--- config.mk ---
export PLATFORM = sky130hd
export DESIGN_NAME = exe_div_unit
export DESIGN_NICKNAME = d
export VERILOG_FILES = /design/src/rtl/riscv_types_pkg.sv /design/src/rtl/exe_div_unit_div_step.sv /design/src/rtl/n_bit_reg.sv /design/src/rtl/exe_div_unit.sv
export SDC_FILE = /design/constraint.sdc
export NUM_CORES = 1
export LEC_CHECK = 0
export CAP_MARGIN = 10
export CORE_AREA = 2 2 149 187
export DETAILED_ROUTE_END_ITERATION = 10
export DIE_AREA = 0 0 151 189
export GPL_ROUTABILITY_DRIVEN = 0
export GPL_TIMING_DRIVEN = 0
export PLACE_DENSITY = 0.76
export SETUP_SLACK_MARGIN = 0.3
export SYNTH_ARGS = -nofsm -noshare
export SYNTH_HDL_FRONTEND = slang
export SYNTH_HIERARCHICAL = 1
export SYNTH_SLANG_ARGS = --single-unit
export TNS_END_PERCENT = 50
--- constraint.sdc ---
create_clock -name clk -period 7.3 [get_ports clk]
set_input_delay 1.46 -clock clk [delete_from_list [all_inputs] [get_ports clk]]
set_output_delay 1.46 -clock clk [all_outputs]
set_load 0.02 [all_outputs]
--- src/rtl/riscv_types_pkg.sv ---
// Shared RV32 execute-stage types: divider operation codes and divider FSM states.
package riscv_types;

    localparam int DIV_XLEN_DEFAULT = 32;

    typedef enum logic [1:0] {
        DIV_S = 2'b00,
        DIV_U = 2'b01,
        REM_S = 2'b10,
        REM_U = 2'b11
    } div_op_t;

    typedef enum logic [1:0] {
        DIV_IDLE = 2'b00,
        DIV_RUN  = 2'b01,
        DIV_FIN  = 2'b10
    } div_state_t;

endpackage

--- src/rtl/exe_div_unit_div_step.sv ---
// One radix-2 restoring division step: shift {rem,quo} left and trial-subtract the divisor.
module div_step #(
    parameter int XLEN = 32
) (
    input  logic [XLEN-1:0] rem,
    input  logic [XLEN-1:0] quo,
    input  logic [XLEN-1:0] divisor,
    output logic [XLEN-1:0] rem_next,
    output logic [XLEN-1:0] quo_next
);

    logic [XLEN:0] shifted_s;
    logic [XLEN:0] diff_s;

    // The shifted remainder can reach 2*divisor-1, so one extra bit is kept for the subtract.
    assign shifted_s = {rem, quo[XLEN-1]};
    assign diff_s    = shifted_s - {1'b0, divisor};

    // Commit the difference only when it did not borrow.
    always_comb begin
        rem_next = shifted_s[XLEN-1:0];
        quo_next = {quo[XLEN-2:0], 1'b0};
        if (diff_s[XLEN] == 1'b0) begin
            rem_next = diff_s[XLEN-1:0];
            quo_next = {quo[XLEN-2:0], 1'b1};
        end else begin
            rem_next = shifted_s[XLEN-1:0];
            quo_next = {quo[XLEN-2:0], 1'b0};
        end
    end

endmodule

--- src/rtl/n_bit_reg.sv ---
// Generic N-bit register with write enable and asynchronous active-low clear.
module n_bit_reg #(
    parameter int N = 32
) (
    input  logic         clk,
    input  logic         reset_n,
    input  logic         wen,
    input  logic [N-1:0] d,
    output logic [N-1:0] q
);

    // Storage: cleared by reset, loaded when wen is high.
    always_ff @(posedge clk or negedge reset_n) begin
        if (!reset_n) begin
            q <= {N{1'b0}};
        end else if (wen) begin
            q <= d;
        end else begin
            q <= q;
        end
    end

endmodule

--- src/rtl/exe_div_unit.sv ---
// Iterative restoring divider for RV32M DIV/DIVU/REM/REMU in the EX stage.
// Optional macro DIV_FAST_ZERO_EN: divide-by-zero skips the iterations and finishes at once.
module exe_div_unit
    import riscv_types::*;
#(
    parameter int XLEN = 32
) (
    input  logic            clk,
    input  logic            reset_n,
    input  logic            start,
    input  logic [1:0]      op,
    input  logic [XLEN-1:0] dividend,
    input  logic [XLEN-1:0] divisor,
    input  logic            flush,
    output logic            busy,
    output logic            done,
    output logic [XLEN-1:0] result
);

    localparam int CW = $clog2(XLEN);

    div_state_t      state_r;
    div_state_t      state_s;
    logic [CW-1:0]   count_r;
    logic [XLEN-1:0] rem_r;
    logic [XLEN-1:0] quo_r;
    logic [XLEN-1:0] dvs_r;
    logic [XLEN-1:0] dvd_r;
    logic            neg_q_r;
    logic            neg_r_r;
    logic            div_zero_r;
    logic            rem_sel_r;
    logic            done_r;

    div_op_t         op_in_s;
    logic            signed_op_s;
    logic            accept_s;
    logic            step_s;
    logic            fin_s;
    logic [XLEN-1:0] abs_a_s;
    logic [XLEN-1:0] abs_b_s;
    logic [XLEN-1:0] rem_step_s;
    logic [XLEN-1:0] quo_step_s;
    logic [XLEN-1:0] q_fix_s;
    logic [XLEN-1:0] r_fix_s;
    logic [XLEN-1:0] result_s;

    function automatic logic [XLEN-1:0] cond_neg(input logic [XLEN-1:0] v, input logic neg);
        logic [XLEN-1:0] r;
        if (neg) begin
            r = ~v + {{(XLEN-1){1'b0}}, 1'b1};
        end else begin
            r = v;
        end
        return r;
    endfunction

    assign op_in_s     = div_op_t'(op);
    assign signed_op_s = ~op[0];
    assign abs_a_s     = cond_neg(dividend, signed_op_s & dividend[XLEN-1]);
    assign abs_b_s     = cond_neg(divisor,  signed_op_s & divisor[XLEN-1]);

    div_step #(.XLEN(XLEN)) u_step (
        .rem      (rem_r),
        .quo      (quo_r),
        .divisor  (dvs_r),
        .rem_next (rem_step_s),
        .quo_next (quo_step_s)
    );

    // FSM state register.
    always_ff @(posedge clk or negedge reset_n) begin
        if (!reset_n) begin
            state_r <= DIV_IDLE;
        end else begin
            state_r <= state_s;
        end
    end

    // Next-state logic and per-state strobes; flush always wins back to IDLE.
    always_comb begin
        state_s  = state_r;
        accept_s = 1'b0;
        step_s   = 1'b0;
        fin_s    = 1'b0;
        case (state_r)
            DIV_IDLE: begin
                if (start && !flush) begin
                    accept_s = 1'b1;
`ifdef DIV_FAST_ZERO_EN
                    if (divisor == {XLEN{1'b0}}) begin
                        state_s = DIV_FIN;
                    end else begin
                        state_s = DIV_RUN;
                    end
`else
                    state_s = DIV_RUN;
`endif
                end else begin
                    state_s = DIV_IDLE;
                end
            end
            DIV_RUN: begin
                if (flush) begin
                    state_s = DIV_IDLE;
                end else if (count_r == {CW{1'b0}}) begin
                    step_s  = 1'b1;
                    state_s = DIV_FIN;
                end else begin
                    step_s  = 1'b1;
                    state_s = DIV_RUN;
                end
            end
            DIV_FIN: begin
                if (flush) begin
                    fin_s = 1'b0;
                end else begin
                    fin_s = 1'b1;
                end
                state_s = DIV_IDLE;
            end
            default: begin
                state_s = DIV_IDLE;
            end
        endcase
    end

    // Operand capture at acceptance, then one restoring step per edge.
    always_ff @(posedge clk or negedge reset_n) begin
        if (!reset_n) begin
            count_r    <= {CW{1'b0}};
            rem_r      <= {XLEN{1'b0}};
            quo_r      <= {XLEN{1'b0}};
            dvs_r      <= {XLEN{1'b0}};
            dvd_r      <= {XLEN{1'b0}};
            neg_q_r    <= 1'b0;
            neg_r_r    <= 1'b0;
            div_zero_r <= 1'b0;
            rem_sel_r  <= 1'b0;
        end else if (accept_s) begin
            count_r    <= CW'(XLEN - 1);
            rem_r      <= {XLEN{1'b0}};
            quo_r      <= abs_a_s;
            dvs_r      <= abs_b_s;
            dvd_r      <= dividend;
            neg_q_r    <= (op_in_s == DIV_S) & (dividend[XLEN-1] ^ divisor[XLEN-1]);
            neg_r_r    <= (op_in_s == REM_S) & dividend[XLEN-1];
            div_zero_r <= (divisor == {XLEN{1'b0}});
            rem_sel_r  <= op[1];
        end else if (step_s) begin
            count_r    <= count_r - {{(CW-1){1'b0}}, 1'b1};
            rem_r      <= rem_step_s;
            quo_r      <= quo_step_s;
        end else begin
            count_r    <= count_r;
            rem_r      <= rem_r;
            quo_r      <= quo_r;
        end
    end

    // Divide-by-zero forces all-ones quotient and hands back the untouched dividend.
    always_comb begin
        q_fix_s  = cond_neg(quo_r, neg_q_r);
        r_fix_s  = cond_neg(rem_r, neg_r_r);
        if (div_zero_r) begin
            q_fix_s = {XLEN{1'b1}};
            r_fix_s = dvd_r;
        end else begin
            q_fix_s = cond_neg(quo_r, neg_q_r);
            r_fix_s = cond_neg(rem_r, neg_r_r);
        end
        if (rem_sel_r) begin
            result_s = r_fix_s;
        end else begin
            result_s = q_fix_s;
        end
    end

    // Completion pulse.
    always_ff @(posedge clk or negedge reset_n) begin
        if (!reset_n) begin
            done_r <= 1'b0;
        end else begin
            done_r <= fin_s;
        end
    end

    n_bit_reg #(.N(XLEN)) u_result (
        .clk     (clk),
        .reset_n (reset_n),
        .wen     (fin_s),
        .d       (result_s),
        .q       (result)
    );

    assign busy = (state_r != DIV_IDLE);
    assign done = done_r;

endmodule

* Word-level counts from Yosys, hierarchy flattened
Cells that the tools add are included.
Widths: inputs -> output; s select.
** Cells by class
- $add $sub $neg :: 6
- $mul :: 0
- Div/mod/pow operators :: 0
- $lt $le $gt $ge :: 0
- Eq/ne operators :: 3
- Shift-type cells :: 0
- Multiplexer cells :: 24
- Bitwise operators :: 10
- Reduce and logical (&&, ||, !) cells :: 8
** Operators by type and width (count)
- $mux 32 :: 12
- $add 32x1->32 const B :: 4
- $not 32->32 :: 4
- $sub 33x32->33 :: 1
- $logic_not 32->1 :: 1
- $mux 5 :: 2
- $mux 1 :: 7
- $logic_not 5->1 :: 1
- $sub 5x1->5 const B :: 1
- $and 1x1->1 :: 4
- $eq 2x2->1 const B :: 2
- $logic_not 2->1 :: 2
- $mux 2 :: 2
- $pmux 2 s2 :: 1
- $reduce_bool 2->1 :: 2
- $eq 2x1->1 const B :: 1
- $logic_and 1x1->1 :: 1
- $logic_not 1->1 :: 1
- $not 1->1 :: 1
- $xor 1x1->1 :: 1
** Word-level totals
- Register bits after elaboration :: 172
- Bits in latches :: 0
- Bits in writable memories :: 0
- Bits in read-only memories :: 0
- Input port bits :: 70
- Output and inout port bits :: 34
- Logic and storage cells :: 63
- Memories kept :: 0

* Logic depth before layout (Yosys ltp)
Gate-level depths: netlist (run 1).
- Depth in word-level cells :: 5
- Gate-level depth with buffers :: 16
- Gate-level depth less buffers :: 15

* Modules after synthesis
Netlist (run 1), hierarchy kept.
** By module, submodules not included
- exe_div_unit :: times used 1, cells each 1122, area an instance 8871.0 sq um, seq. area each 3503.4 sq um
- div_step :: times used 1, cells each 342, area an instance 2488.6 sq um, seq. area each 0.0 sq um
- n_bit_reg :: times used 1, cells each 68, area an instance 1345.0 sq um, seq. area each 800.8 sq um

* Least setup slack after synthesis (run 1)
No wires, ideal clock.
- Path kind :: in2reg
- From :: input divisor[9]
- To :: register dvs_r[30]
- Arrival time :: 3.590 ns
- Path slack :: 3.581 ns
- Cell stages on the path :: 7
- Path buffers :: 1
- Path through :: or4_4 > or4_4 > or4_1 > buf_2 > o41ai_4 > xor2_1 > o21ai_1
** Between the ends
- Word-level cells in the longest chain between the ends :: 3
** RTL lines
- start: declaration :: RTL line exe_div_unit.sv:13 : input logic [XLEN-1:0] divisor,
- $not 32->32 :: RTL line exe_div_unit.sv:51 : r = ~v + {{(XLEN-1){1'b0}}, 1'b1};
- $add 32x1->32 :: RTL line exe_div_unit.sv:51
- $mux 32 :: RTL line exe_div_unit.sv:50 : if (neg) begin
- end signal: assignment :: RTL line exe_div_unit.sv:134 : dvs_r <= {XLEN{1'b0}};
- end signal: assignment :: RTL line exe_div_unit.sv:144 : dvs_r <= abs_b_s;
- end: declaration :: RTL line exe_div_unit.sv:27 : logic [XLEN-1:0] dvs_r;
No other way between the ends.
A chain may end at the register's enable or synchronous reset.

* Final worst setup path (run 1)
- From :: input dividend[2]
- To :: register quo_r[25]
** Between the ends
- Word-level cells in the longest chain between the ends :: 4
** RTL lines
- start: declaration :: RTL line exe_div_unit.sv:12 : input logic [XLEN-1:0] dividend,
- $not 32->32 :: RTL line exe_div_unit.sv:51
- $add 32x1->32 :: RTL line exe_div_unit.sv:51
- $mux 32 :: RTL line exe_div_unit.sv:50
- $mux 32 :: RTL line exe_div_unit.sv:140 : end else if (accept_s) begin
- end signal: assignment :: RTL line exe_div_unit.sv:143 : quo_r <= abs_a_s;
- end signal: assignment :: RTL line exe_div_unit.sv:153 : quo_r <= quo_step_s;
- end signal: assignment :: RTL line exe_div_unit.sv:157 : quo_r <= quo_r;
- end: declaration :: RTL line exe_div_unit.sv:26 : logic [XLEN-1:0] quo_r;
No other way between the ends.

==> results.yml, run 1 <==
status:
  status: "finished, final reports clean"
clocking:
  htree_levels: 4
  root_buffer: "clkbuf_16"
  clock_latency_ns: 0.45
  ctsResizeCount: 0
  clk_path_buf_depth: 2
  postCtsSetupBuffers: 0
  numCtsBuffers: 17
  cts_hold_buf: 0
  cts.sinks: 172
  clk_pin_slew_worst_paths_ns: 0.08
  cts_tree: "yes"
drt:
  wl_per_cell_um: 18.7
  antenna_left: 0
  drt-initial-drc-count: 903
  wl_um: 37700
  drt_pass1_iterations: 5
  vias_per_cell: 5.89
  vias: 11862
  drc: 0
yosys:
  avgSynthCellArea_um2: 8.29
  ys_warn_count: 6
  netlist_instances: 1532
  synth_area_um2: 12700
  synth_seq_cells: 172
  synth_fp_nets: 1640
  synth-seq-area-share: 0.339
  synthArstFlopShare: 1.00
  synth_cell_types: 81
  synth-edff-count: 0
  ys.flop_type: "dfrtp_1"
floorplan:
  initial_utilization: 0.477
  die_w_um: 151
  row_count: 67
  ioPinCount: 104
  dieArea_um2: 28500
  core_area_um2: 26700
  die_y_um: 189
final_layout:
  final_cell_area_um2: 14800
  synthToLayoutAreaGrowth_pct: 16.1
  post-route-util: 0.553
  diodes: 0
  drive_above_1_share: 0.0893
  layout.nets: 1764
  stdcell_count: 2014
power_and_ir_drop:
  p_leak_nw: 6.34
  powerDensity_nw_per_um2: 316
  ir_drop_mv: 0.179
global_route:
  met1_usage: 0.327
  grt.overflow.total: 0
  grt_max_degree: 102
  top_usage_layer: "met2"
  antenna_found_initial: 0
  use_met2: 0.444
  gr-usage-all-layers: 0.266
  grt_pass1_vias: 11433
  use_met3: 0.0386
  grt_pass1_wl_um: 59100
timing:
  finClkSkew_ns: 0.0129
  fmax_mhz: 236
  finalCritPeriodShare: 0.582
  worst_pin_slew_ns: 0.950
  period_needed_ns: 4.25
  finalMaxSlewViolations: 0
  rsz0062_at_grt: "false"
  hold_violations: 0
  timing.hold.ws_ns: 0.479
  setup_viol: 0
  relSlewSlack: 0.365
setup_path:
  crit_chain: "clkdlybuf4s50_1, or4_1, nor3b_1, nor4b_2, a21oi_1, xnor2_1, a21oi_1"
  critPathKind: "input port to flip-flop"
  crit_arrival_ns: 4.54
  crit_fanout: 7
  crit_path_frequent_cell: "a21oi_1"
  cpPeakStageDelay_ns: 0.82
  worstPathRequired_ns: 7.59
  crit_path_end_kind: "flip-flop"
  cpMaxStageDelayCell: "nor3b_1"
  start_kind: "input port"
hold_path:
  min_path_type: "flip-flop to flip-flop"
job:
  maxCapViolCount: 0
placed_design:
  dp_hpwl_um: 29100
  placed_cell_area_um2: 14200
  io_buffers: 103
  dp_cells: 1982
critical path: cells and delay by family:
| family | cells | cell delay (ns) |
|---|---|---|
| XOR/XNOR | 1 | 0.19 |
| AO/OA/AOI/OAI | 2 | 0.28 |
| AND/OR/NAND/NOR | 3 | 2.10 |
| buffers and inverters | 1 | 0.51 |
kinds of logic after synthesis:
family / Yosys count / synth area share
adders and majority gates: 38 / 0.0380
xor gates and xnor gates: 126 / 0.0869
muxes: 68 / 0.0736
AOI/OAI and AO/OA: 388 / 0.190
DFF: 172 / 0.339
and+or+nand+nor: 564 / 0.206
buffers and inverters: 176 / 0.0670
path summary, 6_finish.rpt:
check | from | to | slack [ns] | cells past startpoint
worst max-delay path | dividend[2] | quo_r[25] | 3.05 | 7
worst min-delay path | count_r[4] | state_r[1] | 0.48 | 1
worst max register to register | quo_r[31] | rem_r[26] | 3.40 | 16
worst min register to register | count_r[4] | state_r[1] | 0.48 | 1
max in group asynchronous | reset_n | quo_r[6] | 5.43 | 2
min in group asynchronous | reset_n | quo_r[26] | 0.96 | 1
cells in the final DEF (no fill, tap or decap), types with 18 or more instances in the layout:
| master | count |
|---|---|
| nand2_1 | 284 |
| dfrtp_1 | 172 |
| a21oi_1 | 122 |
| clkdlybuf4s50_1 | 102 |
| o21ai_0 | 93 |
| nor2_1 | 83 |
| clkbuf_1 | 72 |
| xnor2_1 | 69 |
| inv_1 | 58 |
| xor2_1 | 57 |
| mux2_4 | 49 |
| ha_1 | 37 |
| nor3_1 | 33 |
| nand3_1 | 32 |
| buf_4 | 32 |
| o31ai_1 | 23 |
| a31oi_1 | 20 |
| or3_1 | 19 |
| a21o_1 | 19 |
| and3_1 | 18 |
routing by layer:
metal / vias to the layer above / part of all wire
met4: 0 / 0.056
met1: 5597 / 0.40
met5: - / 0
met3: 114 / 0.067
li1: 5641 / -
met2: 510 / 0.48
cell usage after synthesis (14+ instances only):
cell / number / share of area
o41ai_1: 14 / 0.0097
ha_1: 37 / 0.036
mux2_4: 49 / 0.058
clkbuf_1: 71 / 0.021
nand3_1: 32 / 0.013
inv_1: 58 / 0.017
a31oi_1: 20 / 0.0098
nand2_1: 284 / 0.084
and3_1: 18 / 0.0089
o21ai_0: 93 / 0.037
dfrtp_1: 172 / 0.34
buf_4: 31 / 0.018
xor2_1: 57 / 0.039
or3_1: 19 / 0.0094
o31ai_1: 23 / 0.014
or4_1: 17 / 0.010
nor2_1: 83 / 0.025
xnor2_1: 69 / 0.048
a21o_1: 19 / 0.011
a21oi_1: 122 / 0.048
nor3_1: 33 / 0.013
power breakdown:
group          switching [W]  leakage (nW)  total (W)  internal, W
Clock               0.000416         0.257   0.000858     0.000442
Sequential          0.000264          2.19    0.00140      0.00114
Combinational        0.00129          3.90    0.00240      0.00111
registers in the layout, summed over array words and instances, names as in the netlist:
signal / flops
rem_sel_r: 1
quo_r: 32
dvd_r: 32
count_r: 5
u_result/q: 32
div_zero_r: 1
rem_r: 32
done: 1
dvs_r: 32
neg_r_r: 1
state_r: 2
neg_q_r: 1
per-stage QoR:
stage	setup TNS (ns)	power [W]	setup WS, ns
3_3_place_gp	-385.09	0.00371	-2.25
2_1_floorplan	0	0.00316	3.58
3_5_place_dp	0	0.00376	2.67
6_report	0	0.00466	3.05
5_1_grt	0	0.00496	2.92
4_1_cts	0	0.00463	3.12
cell type report:
type | count | area, µm²
fill | 2494 | 11900
sequential | 172 | 4300
inverter | 60 | 225
clock buffer | 18 | 429
clock inverter | 14 | 111
multi-input combinational | 1184 | 7560
timing repair buffer | 105 | 1070
buffer | 116 | 626
tap | 345 | 432
(Power assumes the default switching activity.)
==> run 2: changes to the inputs <==
- PLACE_DENSITY: 0.76 -> 0.79
- clock period: 7.3 -> 3.5 ns (I/O delays scaled with it)
==> run 2 against run 1 <==
  * Final area up 3.7%
  * Register-to-register slack got worse by 3.3 ns
  * Critical endpoint is now rem_r[20]
  * Power up 130%
  * Setup slack got worse by 3.0 ns
  * Largest power group unchanged
  * Clock power is 130% higher
  * Global-route usage rose by 0.82 points
  * Sequential share of layout area decreased by 1.0 points
  * Sequential power increased by 110%
  * Highest routed layer unchanged
  * Combinational power is 150% higher
==> results.yml, run 2 (synthesis gave the netlist of run 1 again) <==
drt:
  vias_per_cell: 6.05
  antenna_left: 0
  drt-initial-drc-count: 1367
  vias: 12293
  wl_per_cell_um: 19.6
  drt_pass1_iterations: 6
  wl_um: 39900
  drc: 0
clocking:
  cts.sinks: 172
  htree_levels: 4
  cts_tree: "yes"
  clk_pin_slew_worst_paths_ns: 0.08
  clk_path_buf_depth: 2
  numCtsBuffers: 17
  root_buffer: "clkbuf_16"
  cts_hold_buf: 0
  clock_latency_ns: 0.45
power_and_ir_drop:
  p_sw_w: 0.00452
  power.share.switching: 0.417
  p_int_w: 0.00631
  powerDensity_nw_per_um2: 708
  p_leak_nw: 6.53
  seqPwrFrac: 0.272
  pwr-share-clk: 0.182
  power_frac_comb: 0.545
  ir_drop_mv: 0.363
status:
  status: "finished, final reports clean"
placed_design:
  dp_cells: 1982
  io_buffers: 103
  dp_hpwl_um: 29000
timing:
  rsz0062_at_grt: "true"
  finClkSkew_ns: 0.0149
  worst_pin_slew_ns: 0.946
  finalMaxSlewViolations: 0
  setup_viol: 0
  period_needed_ns: 3.43
  timing.hold.ws_ns: 0.209
  finalCritPeriodShare: 0.979
  hold_violations: 0
  relSlewSlack: 0.369
  fmax_mhz: 292
global_route:
  antenna_found_initial: 0
  grt_pass1_wl_um: 61400
  grt_pass1_vias: 11901
  grt.overflow.total: 0
  grt_max_degree: 100
  gr-usage-all-layers: 0.274
final_layout:
  layout.nets: 1783
  layout_common_cells: "nand2_1, dfrtp_1, a21oi_1, clkdlybuf4s50_1, o21ai_0"
  synthToLayoutAreaGrowth_pct: 20.4
  final_common_cell: "nand2_1"
  diodes: 0
  drive_above_1_share: 0.130
  post-route-util: 0.574
  fillers: 2323
  stdcell_count: 2033
floorplan:
  dieArea_um2: 28500
  initial_utilization: 0.477
  row_count: 67
  die_w_um: 151
  ioPinCount: 104
  die_y_um: 189
  core_area_um2: 26700
setup_path:
  reg2reg_depth: 16
  rrSetupSlack_ns: 0.07
  worst-path-stages: 16
  start_kind: "flip-flop"
  cp_top_family: "compound AO/OA/AOI/OAI gates"
  path_buf_inv: 3
  crit_arrival_ns: 3.73
  crit_path_start: "quo_r[31]"
  crit_chain: "inv_2, ha_4, fa_2, and2b_1, o2111ai_2, a21oi_2, o2111ai_2, a211oi_2, nor2_2, mux2i_2, and2_4, inv_8, clkbuf_16, mux2_4, nand2_1, a21oi_2"
  worstPathRequired_ns: 3.80
  cpPeakStageDelay_ns: 0.45
  reg2reg_from: "quo_r[31]"
  endpoint: "rem_r[20]"
  critPathKind: "flip-flop to flip-flop"
  reg2reg_to: "rem_r[20]"
  crit_fanout: 5
  cpMaxStageDelayCell: "dfrtp_2"
  crit_path_end_kind: "flip-flop"
job:
  maxCapViolCount: 0
hold_path:
  min_path_type: "input port to asynchronous set/reset pin"
[run 2: changes by cell type in the layout (fill, tap and decap cells not counted), sizes merged]
cell	previous run	this run
buf	48	66
bufinv	0	2
clkbuf	89	91
clkinvlp	4	2
inv	65	64
[run 2: worst min path at each step]
stage / startpoint / endpoint / slack [ns] / cells after the start
6_report: reset_n / quo_r[24] / 0.21 / 1
5_1_grt: reset_n / quo_r[24] / 0.25 / 1
4_1_cts: reset_n / quo_r[24] / 0.24 / 1
3_5_place_dp: count_r[4] / state_r[1] / 0.45 / 1
3_3_place_gp: count_r[4] / state_r[1] / 0.45 / 1
2_1_floorplan: reset_n / count_r[0] / 0.40 / 0
[run 2: power by group through the flow]
stage	sequential, W	clock (W)	combinational, W
finish	0.00295	0.00198	0.00591
global route	0.00300	0.00208	0.00631
CTS	0.00291	0.00198	0.00514
detailed placement	0.00293	0	0.00492
global placement	0.00292	0	0.00480
floorplan	0.00274	0	0.00386
[run 2: area by class of cell]
cell class	count	area, µm²	area share
multi-input cells	1184	7790	0.510
flip-flops and latches	172	4310	0.282
repair buffers	124	1260	0.0821
plain buffers	116	668	0.0437
clock buffers	19	453	0.0296
well taps	345	432	0.0282
inverters	60	233	0.0152
clock inverters	13	153	0.00998
[run 2: per-stage QoR]
stage	setup WS, ns	total power (W)	instance area (µm²)	setup TNS (ns)
3_5_place_dp	-0.297	0.00784	14200	-9.66
3_3_place_gp	-5.24	0.00771	14200	-929.97
6_report	0.0728	0.0108	15300	0
2_1_floorplan	0.354	0.00660	12700	0
4_1_cts	0.202	0.0100	15000	0
5_1_grt	-0.0729	0.0114	15300	-1.12
[run 2: layer usage]
layer / up-vias / routed length, µm / part of all wire / GRT usage
li1: 5671 / - / - / -
met1: 5776 / 15000 / 0.38 / 0.326
met2: 674 / 18800 / 0.47 / 0.455
met3: 172 / 3430 / 0.086 / 0.0571
met4: 0 / 2690 / 0.067 / 0.162
met5: - / 0 / 0 / 0
[run 2: timing repair]
item / CTS / global route
cloned: 0 / 2
pin swaps: 5 / 18
gates resized for setup: 16 / 61
setup buffers: 8 / 9
setup endpoints to repair: 42 / 71
